## src/rtl/display_formatter_pkg.sv

```systemverilog
// Shared definitions for the display formatter.
// Contents:
//   - active-low 7-segment codes in {dp,g,f,e,d,c,b,a} order
//   - the displayable value range
//   - the conversion FSM state type
package display_pkg;

    localparam logic [7:0] SEG_0     = 8'hC0;
    localparam logic [7:0] SEG_1     = 8'hF9;
    localparam logic [7:0] SEG_2     = 8'hA4;
    localparam logic [7:0] SEG_3     = 8'hB0;
    localparam logic [7:0] SEG_4     = 8'h99;
    localparam logic [7:0] SEG_5     = 8'h92;
    localparam logic [7:0] SEG_6     = 8'h82;
    localparam logic [7:0] SEG_7     = 8'hF8;
    localparam logic [7:0] SEG_8     = 8'h80;
    localparam logic [7:0] SEG_9     = 8'h90;
    localparam logic [7:0] SEG_MINUS = 8'hBF;
    localparam logic [7:0] SEG_E     = 8'h86;
    localparam logic [7:0] SEG_R     = 8'hAF;
    localparam logic [7:0] SEG_BLANK = 8'hFF;

    // Four digits available: up to 9999, or a minus sign plus three digits.
    localparam int MAX_DISP = 9999;
    localparam int MIN_DISP = -999;

    typedef enum logic [1:0] {
        ST_IDLE   = 2'd0,
        ST_ABS    = 2'd1,
        ST_SHIFT  = 2'd2,
        ST_ENCODE = 2'd3
    } fmt_state_t;

endpackage

```

## src/rtl/display_formatter_bcd_to_seg.sv

```systemverilog
// Combinational decoder from one BCD digit to an active-low 7-segment
// pattern.
// Ports:
//   bcd - 4-bit BCD digit
//   seg - {dp,g,f,e,d,c,b,a} pattern, 0 = lit; dp is always off
// Codes 10..15 never reach this decoder; they decode to blank.
module bcd_to_seg
    import display_pkg::*;
(
    input  logic [3:0] bcd,
    output logic [7:0] seg
);

    // Digit lookup.
    always_comb begin
        seg = SEG_BLANK;
        case (bcd)
            4'd0:    seg = SEG_0;
            4'd1:    seg = SEG_1;
            4'd2:    seg = SEG_2;
            4'd3:    seg = SEG_3;
            4'd4:    seg = SEG_4;
            4'd5:    seg = SEG_5;
            4'd6:    seg = SEG_6;
            4'd7:    seg = SEG_7;
            4'd8:    seg = SEG_8;
            4'd9:    seg = SEG_9;
            default: seg = SEG_BLANK;
        endcase
    end

endmodule

```

## src/rtl/display_formatter.sv

```systemverilog
// Converts a signed binary result into four active-low 7-segment patterns.
// The conversion is iterative: take the absolute value, then run a 14-cycle
// shift-add-3 (double-dabble) conversion, then encode. Leading zeros are
// blanked, a minus sign is placed next to the leading digit, and
// out-of-range values show "Err".
// Ports:
//   clk_out        - clock
//   rst            - asynchronous active-high reset
//   load           - single-cycle convert request, honoured only when idle
//   value          - two's-complement value, sampled at the accepted load
//   busy           - conversion in progress
//   done           - one-cycle pulse, digits updated this cycle
//   err            - last converted value was out of range
//   digit3..digit0 - segment patterns, digit0 is the rightmost digit
module display_formatter
    import display_pkg::*;
#(
    parameter int IN_W  = 16,
    parameter int MAG_W = 14
) (
    input  logic            clk_out,
    input  logic            rst,
    input  logic            load,
    input  logic [IN_W-1:0] value,
    output logic            busy,
    output logic            done,
    output logic            err,
    output logic [7:0]      digit0,
    output logic [7:0]      digit1,
    output logic [7:0]      digit2,
    output logic [7:0]      digit3
);

    localparam logic signed [IN_W-1:0] MAX_V    = IN_W'(MAX_DISP);
    localparam logic signed [IN_W-1:0] MIN_V    = IN_W'(MIN_DISP);
    localparam logic [3:0]             CNT_INIT = 4'(MAG_W - 1);

    fmt_state_t       state_r;
    fmt_state_t       next_state_s;
    logic             accept_s;
    logic             encode_s;

    logic [IN_W-1:0]  value_r;
    logic             neg_r;
    logic             range_err_r;
    logic [MAG_W-1:0] mag_r;
    logic [15:0]      bcd_r;
    logic [3:0]       cnt_r;

    logic [IN_W-1:0]  abs_s;
    logic             range_s;
    logic [15:0]      bcd_adj_s;
    logic [3:0]       nz_s;
    logic [1:0]       msd_s;
    logic [7:0]       seg_s [4];
    logic [7:0]       enc_s [4];

    logic             busy_r;
    logic             done_r;
    logic             err_r;
    logic [7:0]       digit0_r;
    logic [7:0]       digit1_r;
    logic [7:0]       digit2_r;
    logic [7:0]       digit3_r;

    // State register.
    always_ff @(posedge clk_out or posedge rst) begin
        if (rst) begin
            state_r <= ST_IDLE;
        end else begin
            state_r <= next_state_s;
        end
    end

    // Next-state logic.
    always_comb begin
        next_state_s = ST_IDLE;
        case (state_r)
            ST_IDLE: begin
                if (load) begin
                    next_state_s = ST_ABS;
                end else begin
                    next_state_s = ST_IDLE;
                end
            end
            ST_ABS:    next_state_s = ST_SHIFT;
            ST_SHIFT: begin
                if (cnt_r == 4'd0) begin
                    next_state_s = ST_ENCODE;
                end else begin
                    next_state_s = ST_SHIFT;
                end
            end
            ST_ENCODE: next_state_s = ST_IDLE;
            default:   next_state_s = ST_IDLE;
        endcase
    end

    // FSM strobes: accept a load when idle; publish the digits when encoding.
    always_comb begin
        accept_s = 1'b0;
        encode_s = 1'b0;
        case (state_r)
            ST_IDLE:   accept_s = load;
            ST_ENCODE: encode_s = 1'b1;
            default: begin
                accept_s = 1'b0;
                encode_s = 1'b0;
            end
        endcase
    end

    // Absolute value in full input width. -2^(IN_W-1) wraps to itself, but
    // the range check flags that value first.
    always_comb begin
        if (value_r[IN_W-1]) begin
            abs_s = ~value_r + {{(IN_W-1){1'b0}}, 1'b1};
        end else begin
            abs_s = value_r;
        end
        range_s = ($signed(value_r) > MAX_V) || ($signed(value_r) < MIN_V);
    end

    // Double-dabble step: add 3 to every BCD nibble of 5 or more before the
    // shift.
    always_comb begin
        bcd_adj_s = bcd_r;
        for (int i = 0; i < 4; i++) begin
            if (bcd_r[4*i +: 4] >= 4'd5) begin
                bcd_adj_s[4*i +: 4] = bcd_r[4*i +: 4] + 4'd3;
            end else begin
                bcd_adj_s[4*i +: 4] = bcd_r[4*i +: 4];
            end
        end
    end

    // Conversion datapath: capture, absolute value, then shift.
    always_ff @(posedge clk_out or posedge rst) begin
        if (rst) begin
            value_r     <= '0;
            neg_r       <= 1'b0;
            range_err_r <= 1'b0;
            mag_r       <= '0;
            bcd_r       <= 16'h0000;
            cnt_r       <= 4'd0;
        end else begin
            case (state_r)
                ST_IDLE: begin
                    if (load) begin
                        value_r <= value;
                    end
                end
                ST_ABS: begin
                    range_err_r <= range_s;
                    neg_r       <= value_r[IN_W-1];
                    mag_r       <= abs_s[MAG_W-1:0];
                    bcd_r       <= 16'h0000;
                    cnt_r       <= CNT_INIT;
                end
                ST_SHIFT: begin
                    bcd_r <= {bcd_adj_s[14:0], mag_r[MAG_W-1]};
                    mag_r <= {mag_r[MAG_W-2:0], 1'b0};
                    cnt_r <= cnt_r - 4'd1;
                end
                default: begin
                    cnt_r <= cnt_r;
                end
            endcase
        end
    end

    // One segment decoder per BCD nibble.
    for (genvar g = 0; g < 4; g++) begin : g_seg
        bcd_to_seg u_bcd_to_seg (
            .bcd (bcd_r[4*g +: 4]),
            .seg (seg_s[g])
        );
    end

    // Final encoding. msd_s is the most significant non-zero digit, or 0 when
    // the value is zero so a single "0" is shown. Digits left of it are
    // blanked, and the one immediately left of it takes the minus sign.
    always_comb begin
        for (int i = 0; i < 4; i++) begin
            nz_s[i] = |bcd_r[4*i +: 4];
        end
        if (nz_s[3]) begin
            msd_s = 2'd3;
        end else if (nz_s[2]) begin
            msd_s = 2'd2;
        end else if (nz_s[1]) begin
            msd_s = 2'd1;
        end else begin
            msd_s = 2'd0;
        end
        for (int i = 0; i < 4; i++) begin
            if (3'(i) <= {1'b0, msd_s}) begin
                enc_s[i] = seg_s[i];
            end else if (neg_r && (3'(i) == ({1'b0, msd_s} + 3'd1))) begin
                enc_s[i] = SEG_MINUS;
            end else begin
                enc_s[i] = SEG_BLANK;
            end
        end
        if (range_err_r) begin
            enc_s[3] = SEG_E;
            enc_s[2] = SEG_R;
            enc_s[1] = SEG_R;
            enc_s[0] = SEG_BLANK;
        end else begin
            enc_s[3] = enc_s[3];
        end
    end

    // Registered outputs. The digits and err change only on the encode edge.
    always_ff @(posedge clk_out or posedge rst) begin
        if (rst) begin
            busy_r   <= 1'b0;
            done_r   <= 1'b0;
            err_r    <= 1'b0;
            digit0_r <= SEG_BLANK;
            digit1_r <= SEG_BLANK;
            digit2_r <= SEG_BLANK;
            digit3_r <= SEG_BLANK;
        end else begin
            done_r <= encode_s;
            if (accept_s) begin
                busy_r <= 1'b1;
            end else if (encode_s) begin
                busy_r <= 1'b0;
            end
            if (encode_s) begin
                err_r    <= range_err_r;
                digit0_r <= enc_s[0];
                digit1_r <= enc_s[1];
                digit2_r <= enc_s[2];
                digit3_r <= enc_s[3];
            end
        end
    end

    assign busy   = busy_r;
    assign done   = done_r;
    assign err    = err_r;
    assign digit0 = digit0_r;
    assign digit1 = digit1_r;
    assign digit2 = digit2_r;
    assign digit3 = digit3_r;

endmodule

```

## config.mk

```make
export PLATFORM = sky130hd
export DESIGN_NAME = display_formatter
export DESIGN_NICKNAME = d
export VERILOG_FILES = /design/src/rtl/display_formatter_pkg.sv /design/src/rtl/display_formatter_bcd_to_seg.sv /design/src/rtl/display_formatter.sv
export SDC_FILE = /design/constraint.sdc
export NUM_CORES = 1
export LEC_CHECK = 0
export CAP_MARGIN = 20
export CORE_UTILIZATION = 57
export DETAILED_ROUTE_END_ITERATION = 8
export PLACE_DENSITY = 0.8
export SLEW_MARGIN = 5
export SYNTH_ARGS = -nofsm -noshare
export SYNTH_HDL_FRONTEND = slang
export SYNTH_HIERARCHICAL = 1
export SYNTH_SLANG_ARGS = --single-unit
```

## constraint.sdc

```tcl
create_clock -name clk_out -period 3.2 [get_ports clk_out]
set_clock_uncertainty 0.1 [all_clocks]
set_input_delay 0.48 -clock clk_out [delete_from_list [all_inputs] [get_ports clk_out]]
set_output_delay 0.48 -clock clk_out [all_outputs]
set_load 0.005 [all_outputs]
```

==> results of run 1 <==
worst max-delay path, stage by stage (launching register included):
cell and delay (ns):
dfrtp_1 0.38, inv_1 0.09, ha_1 0.69, nand2_1 0.47, o32ai_1 0.39
area by class of cell:
class / instances / area share
well taps: 108 / 0.0228
clock buffers: 10 / 0.0232
repair buffers: 60 / 0.100
clock inverters: 6 / 0.0112
flip-flops and latches: 89 / 0.382
multi-input cells: 366 / 0.427
inverters: 54 / 0.0343
flip-flops by register name, summed over array words and instances, names as in the netlist, 2 cells and up:
| name | flops |
|---|---|
| digit3 | 8 |
| digit1 | 8 |
| digit0 | 8 |
| state_r | 2 |
| mag_r | 14 |
| cnt_r | 4 |
| bcd_r | 16 |
| value_r | 16 |
| digit2 | 8 |
cell usage after synthesis, types with 5 or more instances:
| master | instances | area share |
|---|---|---|
| clkbuf_1 | 17 | 0.012 |
| xnor2_1 | 17 | 0.029 |
| nor2_1 | 39 | 0.028 |
| a21oi_1 | 29 | 0.028 |
| o22ai_1 | 23 | 0.028 |
| dfrtp_1 | 57 | 0.28 |
| o31ai_1 | 7 | 0.010 |
| o21ai_0 | 47 | 0.045 |
| inv_1 | 53 | 0.038 |
| nor3_1 | 8 | 0.0077 |
| nand2_1 | 30 | 0.022 |
| ha_1 | 37 | 0.089 |
| a31oi_1 | 7 | 0.0085 |
| mux2_2 | 21 | 0.046 |
| buf_2 | 5 | 0.0048 |
| dfstp_2 | 32 | 0.16 |
| nand2b_1 | 21 | 0.025 |
| o22a_1 | 20 | 0.034 |
per-layer routing:
layer	share of wire	track usage	up-vias
met4	0.015	0.0781	0
met5	0	0	-
met2	0.49	0.373	96
met1	0.46	0.294	1844
met3	0.036	0.0266	13
li1	-	-	1950
worst min-delay path by stage:
stage	start	endpoint	slack, ns	depth (start not counted)
finish	digit3[3]	digit3[3]	0.37	2
global route	digit3[3]	digit3[3]	0.40	2
CTS	digit3[3]	digit3[3]	0.38	2
detailed placement	digit3[3]	digit3[3]	0.37	2
global placement	digit3[3]	digit3[3]	0.36	2
floorplan	mag_r[13]	bcd_r[0]	0.35	2
power by group:
group          internal [uW]  switching, uW
registers               1580            376
clock network            384            418
logic                    980            974
total                   2940           1770
metrics by stage:
step,total power (uW),std cells
final,4710,693
after global routing,5040,693
after CTS,4740,693
after detailed placement,3930,677
after global placement,3830,677
after floorplan,3300,541
kinds of logic (layout without fill, tap and decap cells):
kind of cell	count (synthesis)	after routing	synth area share
buffers and inverters	86	130	0.0723
adder cells (fa/ha/maj)	37	37	0.0895
AND/OR/NAND/NOR	130	130	0.126
flip-flops	89	89	0.438
other	4	4	0.00290
multiplexers	23	23	0.0496
AO/OA/AOI/OAI	155	155	0.192
XOR/XNOR	17	17	0.0288
==> reports/qor.yml, run 1 <==
status:
  outcome: "completed"
drt:
  firstDrtPassIters: 5
  wl_mm: 9.82
  via_per_inst: 5.63
  dr_total_vias: 3903
  wire_per_inst_um: 14.2
  drc: 0
  ant_nets: 0
  drt_iter0_drc: 263
sta:
  slew_violations: 0
  setup_tns_ns: 0
  max_freq_mhz: 450
  fin_crit_sh: 0.694
  worstMarginPinSlew_ns: 0.656
  rsz0062_at_grt: "false"
  setup_violations: 0
  layout_setup_ws_ns: 0.980
  holdWs_ns: 0.375
  slew_headroom: 0.561
  fin_crit_ns: 2.22
  finalHoldViolCount: 0
critical_path:
  crit_start: "state_r[0]"
  crit_end: "bcd_r[8]"
  start_kind: "register"
  reg2reg_from: "state_r[0]"
  reg2reg_slack_ns: 0.98
  cp-end-kind: "register"
  critPathKind: "reg -> reg"
  crit_required_ns: 3.36
  cp_max_fo: 24
  worstRegToRegCells: 4
  r2r-end: "bcd_r[8]"
  critPathArrivalTime_ns: 2.38
synth:
  synth_edf_count: 0
  yosys_warnings: 6
  synth_fp_nets: 597
  synth-seq-area-share: 0.438
  synth_cell_types: 51
  syn_area_mm2: 0.00517
  ys_ff_latch: 89
  ys_async_sr_fraction: 1.00
  synth_ff_type: "dfrtp_1"
  synth_cells: 541
  syn_area_per_cell_um2: 9.57
floorplanning:
  dieArea_mm2: 0.00946
  core_area_mm2: 0.00876
  die_width_um: 97.3
  io_pins: 54
  row_count: 34
  die_y_um: 97.3
  start_util: 0.591
placement:
  dpl_cell_area_mm2: 0.00574
  finalWeightedCongestion: 0.790
  place_worst_setup_slack_ns: 0.972
  dp_hpwl_mm: 6.94
  io_buffers: 53
global_route:
  grt_pass1_vias: 3768
  grt_usage: 0.221
  grt.overflow.total: 0
  grt_pass1_wl_mm: 17.3
  antenna_found_initial: 0
  grt_max_degree: 90
clock_tree:
  cts_tree: "built"
  cts_hold_buf: 0
  cts_htree_levels: 3
  postCtsSetupBuffers: 0
  clk_latency_ns: 0.36
  cts_root_buffer: "clkbuf_8"
  cts-buffers-inserted: 9
  path_clk_slew_ns: 0.09
  clockBufferDepth: 2
  cts_resized: 0
  clock_sinks: 89
layout:
  fin_area_mm2: 0.00594
  final_common_cell: "dfrtp_1"
  drive_above_1_share: 0.145
  n_fill_cell: 682
  num_antenna_cells: 0
  final_nets: 636
  seq_area_mm2: 0.00227
  final_core_util: 0.678
  layout_common_cells: "57 x dfrtp_1, 53 x clkdlybuf4s50_1, 52 x inv_1"
  multi_input_area_mm2: 0.00253
  synthToLayoutAreaGrowth_pct: 14.8
pwr:
  leakage_uw: 0.00244
  power_density_mw_per_mm2: 793
  ir_drop_mv: 0.476
run:
  cap_violations: 0
min_path:
  hold_class: "reg -> reg"
No activity file was read; power rests on OpenSTA's default activity.
==> inputs of run 2 (changes only) <==
Settings changed: CORE_UTILIZATION 57 to 52, PLACE_DENSITY 0.8 to 0.77.
Clock period 3.2 ns to 1.85 ns, I/O delays scaled along.
==> reports/qor.yml, run 2 (synthesis results as in run 1) <==
drt:
  via_per_inst: 5.45  # -3.2%
  drc: 0  # unchanged
  dr_total_vias: 4098  # +5.0%
  ant_nets: 0  # unchanged
  firstDrtPassIters: 4  # -1
  wire_per_inst_um: 14.2  # about the same
  wl_mm: 10.7  # +8.5%
  drt_iter0_drc: 144  # -45%
sta:
  holdWs_ns: 0.377  # +0.00218 ns
  layout_setup_ws_ns: -0.0719  # -1.05 ns
  setup_violations: 8  # +8
  slew_violations: 0  # unchanged
  max_freq_mhz: 520  # +15%
  fin_crit_sh: 1.04  # +0.345
  fin_crit_ns: 1.92  # -0.298 ns
  worstMarginPinSlew_ns: 0.516  # -0.140 ns
  slew_headroom: 0.656  # +0.0945
  finalHoldViolCount: 0  # unchanged
  rsz0062_at_grt: "true"
critical_path:
  critPathKind: "reg -> reg"
  reg2reg_from: "value_r[1]"
  cp-end-kind: "register"
  reg2reg_slack_ns: -0.07  # -1.05 ns
  critPathArrivalTime_ns: 2.11  # -0.27 ns
  crit_required_ns: 2.03  # -1.33 ns
  cp_max_fo: 5  # -79%
  crit_start: "value_r[1]"
  start_kind: "register"
global_route:
  grt.overflow.total: 0  # unchanged
  grt_pass1_vias: 3944  # +4.7%
  antenna_found_initial: 0  # unchanged
  grt_pass1_wl_mm: 17.9  # +3.6%
  grt_max_degree: 32  # -64%
  grt_usage: 0.221  # +0.000531
pwr:
  intPower_uw: 5470  # +86%
  clockPowerShare: 0.149  # -0.021
  power.total_uw: 8780  # +87%
  ir_drop_mv: 0.937  # +97%
  leakage_uw: 0.00267  # +9.3%
  power.share.sequential: 0.377  # -0.038
  power.share.combinational: 0.474  # +0.059
  swShare: 0.377  # +0.00152
  switching_power_uw: 3310  # +87%
  power_density_mw_per_mm2: 1370  # +73%
floorplanning:
  die_y_um: 102  # +4.6%
  io_pins: 54  # unchanged
  core_area_mm2: 0.00973  # +11%
  start_util: 0.532  # -0.0586
  dieArea_mm2: 0.0104  # +9.4%
  row_count: 36  # +5.9%
  die_width_um: 102  # +4.6%
clock_tree:
  clk_latency_ns: 0.36  # about the same
  cts_tree: "built"
  clockBufferDepth: 2  # unchanged
  cts_htree_levels: 3  # unchanged
  cts_root_buffer: "clkbuf_8"
  clock_sinks: 89  # unchanged
  path_clk_slew_ns: 0.09  # about the same
  cts-buffers-inserted: 9  # unchanged
  cts_hold_buf: 0  # unchanged
layout:
  layoutNonFillerInstCount: 752  # +8.5%
  final_core_util: 0.658  # -0.0198
  drive_above_1_share: 0.223  # +0.0776
  layout_common_cells: "56 x dfrtp_1, 53 x clkdlybuf4s50_1, 51 x inv_1"
  n_fill_cell: 770  # +13%
  synthToLayoutAreaGrowth_pct: 23.7
  num_antenna_cells: 0  # unchanged
  final_common_cell: "dfrtp_1"
  largestRegisters: "bcd_r (16), value_r (16), mag_r (14)"
  final_nets: 670  # +5.3%
  multi_input_area_mm2: 0.00266  # +4.8%
  seq_area_mm2: 0.00227  # about the same
placement:
  place_worst_setup_slack_ns: -0.148  # -1.12 ns
  dp_hpwl_mm: 7.66  # +10%
  finalWeightedCongestion: 0.857  # +8.4%
  dpl.cell_count: 733  # +8.3%
  io_buffers: 53  # unchanged
status:
  outcome: "finished with violations"
  failed_checks: "setup timing"
min_path:
  hold_class: "reg -> reg"
  hp-start: "digit3[5]"
run:
  cap_violations: 0  # unchanged
-- run 2: cell type report --
cell class	count	share of cell area
Multi-Input combinational cell	366	0.415
Sequential cell	89	0.354
Timing Repair Buffer	94	0.143
Inverter	54	0.0323
Tap cell	133	0.0260
Clock buffer	11	0.0205
Clock inverter	5	0.00880
-- run 2: power by group through the flow --
| stage | clock, uW | sequential (uW) | combinational (uW) |
|---|---|---|---|
| after floorplan | 0 | 3160 | 2550 |
| after CTS | 1340 | 3270 | 4030 |
| after global routing | 1410 | 3410 | 4610 |
| after global placement | 0 | 3250 | 3750 |
| final | 1310 | 3310 | 4170 |
| after detailed placement | 0 | 3290 | 3890 |
-- run 2: worst max-delay path, cell delays in order (launching register included) --
cell     delay [ns]
dfrtp_1        0.41
buf_6          0.13
or4_4          0.57
o41ai_2        0.27
xnor2_1        0.18
nor2_1         0.06
o22ai_1        0.12
-- run 2: repair_timing --
item	4_1_cts	5_1_grt
pin swaps	3	5
setup buffers	2	1
endpoints found under the setup margin	8	25
gates cloned	0	0
gates resized for setup	11	17
-- run 2: path summary, 6_finish.rpt --
check,endpoint,depth (start not counted)
max reg2reg,mag_r[7],6
max,mag_r[7],6
min in group asynchronous,value_r[6],3
min reg2reg,digit3[5],2
max in group asynchronous,digit3[6],3
min,digit3[5],2
-- run 2: routing by layer --
layer  part of all wire  vias up  GRT usage
li1                   -     2011          -
met1               0.45     1964      0.283
met2               0.49      105      0.373
met3              0.039       18     0.0283
met4              0.021        0      0.104
met5                  0        -          0
-- run 2: stage by stage --
step	TNS (ns)	instance area [um2]
2_1_floorplan	-0.0356	5180
3_3_place_gp	-0.0738	6070
3_5_place_dp	-0.500	6070
4_1_cts	-0.196	6320
5_1_grt	-1.05	6400
6_report	-0.358	6400
